===== src/rtl/uart_tx_stream.sv =====
// uart_tx_stream: UART transmitter fed by a valid/ready stream through a small FIFO.
// Queued frames go out back-to-back; tx is registered and idles high.
module uart_tx_stream #(
    parameter int CLKS_PER_BIT = 868,
    parameter int DATA_BITS    = 8,
    parameter int PARITY       = 0,
    parameter int STOP_BITS    = 1,
    parameter int FIFO_DEPTH   = 4
) (
    input  logic                         clk,
    input  logic                         reset,
    input  logic                         in_valid,
    output logic                         in_ready,
    input  logic [DATA_BITS-1:0]         in_data,
    output logic                         tx,
    output logic                         busy,
    output logic [$clog2(FIFO_DEPTH):0] fifo_count
);
    localparam int CW = $clog2(CLKS_PER_BIT);
    localparam int PW = $clog2(FIFO_DEPTH);
    localparam int BW = $clog2(DATA_BITS) + 1;
    localparam int NW = PW + 1;

    typedef enum logic [2:0] {IDLE, START, DATA, PARITY_BIT, STOP} state_t;

    state_t               state, state_n;
    logic [DATA_BITS-1:0] mem [FIFO_DEPTH];
    logic [PW-1:0]        wr_ptr, rd_ptr;
    logic [DATA_BITS-1:0] head, shift, shift_n;
    logic [CW-1:0]        baud, baud_n;
    logic [BW-1:0]        bit_cnt, bit_n;
    logic                 par, par_n, tx_n, push, pop, baud_end, fifo_empty;

    assign in_ready   = fifo_count < NW'(FIFO_DEPTH);
    assign push       = in_valid && in_ready;
    assign fifo_empty = fifo_count == '0;
    assign head       = mem[rd_ptr];
    assign baud_end   = baud == CW'(CLKS_PER_BIT - 1);
    assign busy       = (state != IDLE) || !fifo_empty;

    always_ff @(posedge clk) begin
        if (push)
            mem[wr_ptr] <= in_data;
    end

    always_ff @(posedge clk or negedge reset) begin
        if (!reset) begin
            wr_ptr     <= '0;
            rd_ptr     <= '0;
            fifo_count <= '0;
        end else begin
            if (push)
                wr_ptr <= wr_ptr + 1'b1;
            if (pop)
                rd_ptr <= rd_ptr + 1'b1;
            if (push && !pop)
                fifo_count <= fifo_count + 1'b1;
            else if (pop && !push)
                fifo_count <= fifo_count - 1'b1;
        end
    end

    // Parity is latched from the popped character so shifting never disturbs it.
    always_comb begin
        state_n = state;
        baud_n  = baud_end ? '0 : baud + 1'b1;
        bit_n   = bit_cnt;
        shift_n = shift;
        par_n   = par;
        pop     = 1'b0;
        case (state)
            IDLE: begin
                baud_n = '0;
                pop    = !fifo_empty;
            end
            START: if (baud_end) begin
                state_n = DATA;
                bit_n   = '0;
            end
            DATA: if (baud_end) begin
                shift_n = shift >> 1;
                bit_n   = bit_cnt + 1'b1;
                if (bit_cnt == BW'(DATA_BITS - 1)) begin
                    state_n = (PARITY != 0) ? PARITY_BIT : STOP;
                    bit_n   = '0;
                end
            end
            PARITY_BIT: if (baud_end) begin
                state_n = STOP;
                bit_n   = '0;
            end
            STOP: if (baud_end) begin
                bit_n = bit_cnt + 1'b1;
                if (bit_cnt == BW'(STOP_BITS - 1)) begin
                    bit_n   = '0;
                    pop     = !fifo_empty;
                    state_n = IDLE;
                end
            end
            default: state_n = IDLE;
        endcase
        if (pop) begin
            state_n = START;
            shift_n = head;
            par_n   = (PARITY == 2) ? ^head : ~^head;
        end
        tx_n = state_n == START      ? 1'b0 :
               state_n == DATA       ? shift_n[0] :
               state_n == PARITY_BIT ? par_n : 1'b1;
    end

    always_ff @(posedge clk or negedge reset) begin
        if (!reset) begin
            state   <= IDLE;
            baud    <= '0;
            bit_cnt <= '0;
            shift   <= '0;
            par     <= 1'b0;
            tx      <= 1'b1;
        end else begin
            state   <= state_n;
            baud    <= baud_n;
            bit_cnt <= bit_n;
            shift   <= shift_n;
            par     <= par_n;
            tx      <= tx_n;
        end
    end
endmodule


===== config.mk =====
export PLATFORM = sky130hd
export DESIGN_NAME = uart_tx_stream
export DESIGN_NICKNAME = d
export VERILOG_FILES = /design/src/rtl/uart_tx_stream.sv
export SDC_FILE = /design/constraint.sdc
export NUM_CORES = 1
export LEC_CHECK = 0
export BUFFER_PORTS_ARGS = -buffer_cell sky130_fd_sc_hd__buf_2
export CAP_MARGIN = 20
export CORE_MARGIN = 1.5
export CORE_UTILIZATION = 52
export CTS_BUF_LIST = sky130_fd_sc_hd__clkbuf_4
export CTS_CLUSTER_SIZE = 14
export DETAILED_ROUTE_END_ITERATION = 6
export PLACE_DENSITY = 0.72
export SLEW_MARGIN = 20
export SYNTH_ARGS = -nofsm -noshare
export SYNTH_HDL_FRONTEND = slang
export SYNTH_SLANG_ARGS = --single-unit

===== constraint.sdc =====
create_clock -name clk -period 2.6 [get_ports clk]
set_input_delay 0.52 -clock clk [delete_from_list [all_inputs] [get_ports clk]]
set_output_delay 0.52 -clock clk [all_outputs]
set_load 0.01 [all_outputs]

==> metrics, run 1 <==
Ys Warns=0; Crit Reg-Reg Endpoint=fifo_count[1]; Slew HR=0.4941; CTS H-tree depth=3; most area-consuming cells after synthesis=edfxtp_1 (31%), dfrtp_1 (27%), mux4_2 (5.9%), mux2_2 (5.5%), xnor2_1 (5.4%); DP Cell Count=slightly above 300; crit end category=register; gpl congestion=between 0.7 and 0.8; Worst Path Max Fanout=4; Clock Skews=roughly 0.011 ns; vias=~1700; vias in the first global route=~1700; Fill cells=roughly 470; clock root cell=clkbuf_4; Slowest-stage cell, CP=dfrtp_1; CTS tree=built; post-synth top area share=0.3133; Req. time, crit path=between 2 and 3 ns; Crit. path cell count=9; Starting DRT DRC Count=82; remaining antenna violation count=0; vias per cell=5.285; RSZ-0062 raised after global routing=no; asr flop ratio synth=0.5152; # Post-CTS Setup Buffers=0; Setup crit end=fifo_count[1]; Final nets=266; Area Growth Syn to Fin=11.46%; Crit path largest cell delay=approximately 0.43 ns; minimum clock period=about 2.5 ns; GRT Total Usage=0.1764; worst r2r src=baud[3]; GR Overflow Total=0; first-pass GRT wire length=around 8200 um; P per Cell Area=990.8 mW/mm^2; worst setup path startpoint=baud[3]; endpoints failing hold=0; Resize count post-CTS=0; FF-to-FF path depth=9; chip height=approximately 80 um; Hold Buf Count CTS=0; Fin Setup TNS=0 ns; Gate Count Post-Synth=between 200 and 250; Initial DRT Pass Iterations=4; DRC viols=0; outcome=complete, no violations; Critical path buffers and inverters=2; Slew Viols, Final=0; IO buf count=16; synthesized area=0.003067 mm^2; Hold Path Class=input pin to asynchronous set/reset pin; Top FF cell, synth=dfrtp_1; worst reg2reg setup slack=around 0.12 ns; flops & latches, synth=66; Routed WL per cell=between 10 and 15 um; Yosys cell types=between 40 and 50; Largest delay share family, worst path=simple AND/OR/NAND/NOR gates; share of cells above drive strength 1=0.3147; drt total wl=4779 um; biggest area consumer among synthesized cells=edfxtp_1; maximum VDD drop=around 600 uV; die width=between 70 and 80 um; worst slew pin tran=approximately 0.76 ns; sequential fraction of the synthesis area=0.5912; Max Root-Sink Buffers=2; Syn Area/Cell=about 14 um^2; startpoint class of the critical path=register; worst-path cell chain=or3_4, nor3_4, a41o_2, and2_2, inv_2, ha_1, inv_1, fa_1, mux2_2; Max Fclk=402.4 MHz; number of synthesized flops with an enable pin=32; Leak=1.357 nW; Core ar.=0.005608 mm^2; I/O pin count=17; cell row count=27; ANT cells=0; clk_lat worst skew=roughly 0.40 ns; largest net degree at the start of global routing=35; CTS clock-pin slew for the worst setup and hold paths=0.11 ns; Syn Nets=238; WP data arrival=approximately 2.8 ns; initial antenna violation count=0; clk sink count=66; CP Class=register to register; part of the cycle the worst path needs=0.9558; post-DP HPWL=3331 um; die area=approximately 0.0064 mm^2; Inserted Clock Buffers=9; Initial Util=0.5469; final setup fails=0; Max Cap Viol=0; Non-Filler Instances=323
[Yosys cell counts (all sizes together), types with 2 or more instances]
cell    number
and2         5
clkbuf       4
mux4         8
and3         4
nand4        3
nor3         3
buf          5
mux2        16
inv         11
edfxtp      32
a31oi        2
dfrtp       33
nand2b       2
nor2        18
a21oi        2
xor2         4
nand3       10
xnor2       19
o21ai        5
ha           8
or3          2
nand2        7
[metrics by stage]
stage / cell area [um^2] / worst slack (ns) / util / total power [W] / hold slack, ns
5_1_grt: 3418 / 0.0005562 / 0.6095 / 0.003623 / 0.2174
6_report: 3418 / 0.1150 / 0.6095 / 0.003387 / 0.1808
3_5_place_dp: 3243 / 0.1334 / 0.5783 / 0.002643 / 0.4757
4_1_cts: 3411 / 0.1096 / 0.6082 / 0.003435 / 0.1877
3_3_place_gp: 3243 / 0.1941 / 0.5783 / 0.002624 / 0.4664
2_1_floorplan: 3067 / 0.006985 / - / 0.002363 / 0.2244
[cells by family after synthesis]
logic type                 synth area share
adders and majority gates           0.03917
buffers and inverters               0.03345
and+or+nand+nor                      0.1069
xor gates and xnor gates            0.06569
muxes                                0.1187
DFF                                  0.5912
AOI/OAI and AO/OA                   0.04488
[layout make-up]
class	count	area, um^2	area share
Timing Repair Buffer	26	155.1	0.04539
Sequential cell	66	1813	0.5304
Tap cell	72	90.09	0.02635
Multi-Input combinational cell	132	1151	0.3367
Clock buffer	9	67.56	0.01977
Clock inverter	7	100.1	0.02928
Inverter	11	41.29	0.01208
[cells in the final DEF (no fill, tap or decap), drive strengths merged, types with 8 or more instances in the layout]
| master | instances |
|---|---|
| ha | 8 |
| dfrtp | 33 |
| mux4 | 8 |
| inv | 13 |
| edfxtp | 32 |
| nand3 | 10 |
| clkbuf | 9 |
| nor2 | 18 |
| buf | 26 |
| mux2 | 16 |
| xnor2 | 19 |
[power by group]
| part | total, W | internal (W) | switching, W |
|---|---|---|---|
| clock | 0.000781 | 0.000398 | 0.000383 |
| sequential | 0.00152 | 0.00135 | 0.000168 |
| combinational | 0.00109 | 0.000589 | 0.000499 |
| total | 0.00339 | 0.00234 | 0.00105 |
[routing by layer]
metal | up-vias | GRT usage | wire length [um]
met2 | 23 | 0.2534 | 2211
met5 | - | 0 | 0
li1 | 844 | - | -
met1 | 834 | 0.2508 | 2342
met3 | 6 | 0.05371 | 152
met4 | 0 | 0.07241 | 72
[registers in the layout (all words and copies together), names as in the netlist]
signal and cells:
rd_ptr 2, bit_cnt 4, mem 32, state 3, shift 8, wr_ptr 2
tx 1, baud 10, par 1, fifo_count 3
[worst min-delay path by stage]
stage | depth (start not counted) | slack [ns] | to
after global routing | 1 | 0.22 | wr_ptr[1]
after global placement | 1 | 0.47 | baud[0]
after detailed placement | 1 | 0.48 | baud[0]
after CTS | 1 | 0.19 | shift[1]
after floorplan | 0 | 0.22 | baud[0]
final | 1 | 0.18 | baud[7]
(Power assumes the default switching activity.)
==> inputs of run 2 (changes only) <==
--- a/config.mk
+++ b/config.mk
@@ -7,12 +7,12 @@
 export LEC_CHECK = 0
 export BUFFER_PORTS_ARGS = -buffer_cell sky130_fd_sc_hd__buf_2
 export CAP_MARGIN = 20
-export CORE_MARGIN = 1.5
+export CORE_MARGIN = 4
 export CORE_UTILIZATION = 52
 export CTS_BUF_LIST = sky130_fd_sc_hd__clkbuf_4
 export CTS_CLUSTER_SIZE = 14
 export DETAILED_ROUTE_END_ITERATION = 6
-export PLACE_DENSITY = 0.72
+export PLACE_DENSITY = 0.7
 export SLEW_MARGIN = 20
 export SYNTH_ARGS = -nofsm -noshare
 export SYNTH_HDL_FRONTEND = slang
==> constraint.sdc (replaced) <==
create_clock -name clk -period 2.9 [get_ports clk]
set_input_delay 0.58 -clock clk [delete_from_list [all_inputs] [get_ports clk]]
set_output_delay 0.58 -clock clk [all_outputs]
set_load 0.01 [all_outputs]
==> metrics, run 2 (synthesized netlist as in run 1, its figures left out) <==
max FFs per register=32 (unchanged); Sw Ratio=0.3305 (+0.02045); Leak=1.298 nW (-4.4%); Fill cells=467 (-1.1%); # Post-CTS Setup Buffers=0 (unchanged); largest net degree at the start of global routing=35 (unchanged); Largest Register=mem; Max Fclk=385.0 MHz (-4.3%); Area Growth Syn to Fin=7.956%; final worst setup slack=0.3028 ns (+0.1877 ns); Clock Skews=0.01287 ns (+0.002110 ns); vias per cell=5.332 (+0.90%); Resize count post-CTS=0 (unchanged); Initial DRT Pass Iterations=4 (unchanged); WP data arrival=2.89 ns (+0.12 ns); Max Cap Viol=0 (unchanged); worst reg2reg setup slack=0.30 ns (+0.19 ns); Non-Filler Instances=316 (-2.2%); Req. time, crit path=3.19 ns (+0.30 ns); share of cells above drive strength 1=0.2951 (-0.01966); first-pass GRT wire length=8314 um (+1.7%); clk_lat worst skew=0.39 ns (about the same); post-DP HPWL=3279 um (-1.6%); CTS tree=built; Initial Util=0.5469 (unchanged); cell row count=27 (unchanged); CP Class=register to register; share of total power in the clock network=0.181 (-0.050); drt total wl=4739 um (-0.84%); ANT cells=0 (unchanged); Worst Path Max Fanout=4 (unchanged); FF-to-FF path depth=10 (+1); Hold Buf Count CTS=0 (unchanged); sequential power share=0.496 (+0.048); chip height=84.80 um (+6.3%); worst slew pin tran=0.7607 ns (+0.001783 ns); remaining antenna violation count=0 (unchanged); die width=84.80 um (+6.3%); storage element area=0.001813 mm^2 (unchanged); Starting DRT DRC Count=96 (+17%); clk sink count=66 (unchanged); Slew Viols, Final=0 (unchanged); Net Sw Power=0.0009305 W (-11%); crit end category=register; CTS H-tree depth=3 (unchanged); outcome=complete, no violations; I/O pin count=17 (unchanged); Routed WL per cell=15.00 um (+1.4%); Hold Path Class=input pin to asynchronous set/reset pin; Largest regs=mem: 32 flops, baud: 10 flops, shift: 8 flops; vias in the first global route=1687 (-0.88%); part of the cycle the worst path needs=0.8956 (-0.06016); Inserted Clock Buffers=9 (unchanged); Max Root-Sink Buffers=2 (unchanged); minimum clock period=2.597 ns (+0.1123 ns); startpoint class of the critical path=register; Crit Reg-Reg Endpoint=fifo_count[1]; clock root cell=clkbuf_4; DRC viols=0 (unchanged); maximum VDD drop=546.0 uV (-6.5%); CTS clock-pin slew for the worst setup and hold paths=0.11 ns (about the same); pre-CTS setup slack=0.3140 ns (+0.1806 ns); combinational share of power=0.323 (+0.002); Pint=0.001885 W (-19%); die area=0.007190 mm^2 (+13%); DP Cell Count=300 (-2.0%); vias=1685 (-1.3%); IO buf count=16 (unchanged); most frequent cells in the layout=dfrtp_1 (33), edfxtp_1 (32), xnor2_1 (19); Fin Setup TNS=0 ns (unchanged); RSZ-0062 raised after global routing=no; P per Cell Area=850.5 mW/mm^2 (-14%); worst r2r src=baud[0]; endpoints failing hold=0 (unchanged); final setup fails=0 (unchanged); Slew HR=0.4929 (-0.001189); area of the multi-input gates=0.001151 mm^2 (unchanged); GR Overflow Total=0 (unchanged); Core ar.=0.005608 mm^2 (unchanged); GRT Total Usage=0.1506 (-0.02588); gpl congestion=0.8141 (+5.9%); Final nets=259 (-2.6%); initial antenna violation count=0 (unchanged); commonest non-fill, non-tap cell in the layout=dfrtp_1
## run 2: critical path, cell delays in order, from the launching register on
cell     delay (ns)
dfrtp_1        0.41
ha_1           0.23
nand4_1        0.25
nor3_4         0.23
a41o_2         0.23
and2_2         0.17
inv_2          0.04
ha_1           0.20
inv_1          0.07
fa_1           0.40
mux2_2         0.26
## run 2: per-layer routing
| metal | routed length (um) | vias to the layer above | GRT usage |
|---|---|---|---|
| li1 | - | 828 | - |
| met1 | 2386 | 820 | 0.2169 |
| met2 | 2084 | 25 | 0.2128 |
| met3 | 139 | 12 | 0.03533 |
| met4 | 128 | 0 | 0.07770 |
| met5 | 0 | - | 0 |
## run 2: final cells by class
cell class	count	share of cell area
clock buffers	9	0.02041
clock inverters	7	0.01361
inverters	11	0.01247
multi-input cells	132	0.3477
flip-flops and latches	66	0.5476
well taps	72	0.02721
repair buffers	19	0.03099
## run 2: stage by stage
| stage | total power [W] | utilization | area [um^2] | hold slack [ns] |
|---|---|---|---|---|
| floorplan | 0.002119 | - | 3067 | 0.2844 |
| global placement | 0.002326 | 0.5703 | 3198 | 0.4676 |
| detailed placement | 0.002343 | 0.5703 | 3198 | 0.4790 |
| CTS | 0.002851 | 0.5904 | 3311 | 0.2590 |
| global route | 0.003034 | 0.5904 | 3311 | 0.2888 |
| finish | 0.002816 | 0.5904 | 3311 | 0.2422 |
## run 2: power groups by stage
stage,registers [W],logic [W],clock network [W]
after floorplan,0.00134,0.000782,0
after global placement,0.00142,0.000909,0
after detailed placement,0.00142,0.000918,0
after CTS,0.00140,0.000926,0.000521
after global routing,0.00144,0.00102,0.000569
final,0.00140,0.000909,0.000510
## run 2: worst max-delay path by stage
stage / start / to / slack [ns] / cells after the start
3_3_place_gp: baud[0] / fifo_count[1] / 0.39 / 10
2_1_floorplan: baud[0] / fifo_count[1] / 0.31 / 11
6_report: baud[0] / fifo_count[1] / 0.30 / 10
4_1_cts: baud[0] / fifo_count[1] / 0.29 / 10
5_1_grt: baud[0] / fifo_count[1] / 0.14 / 10
3_5_place_dp: baud[0] / fifo_count[1] / 0.31 / 10
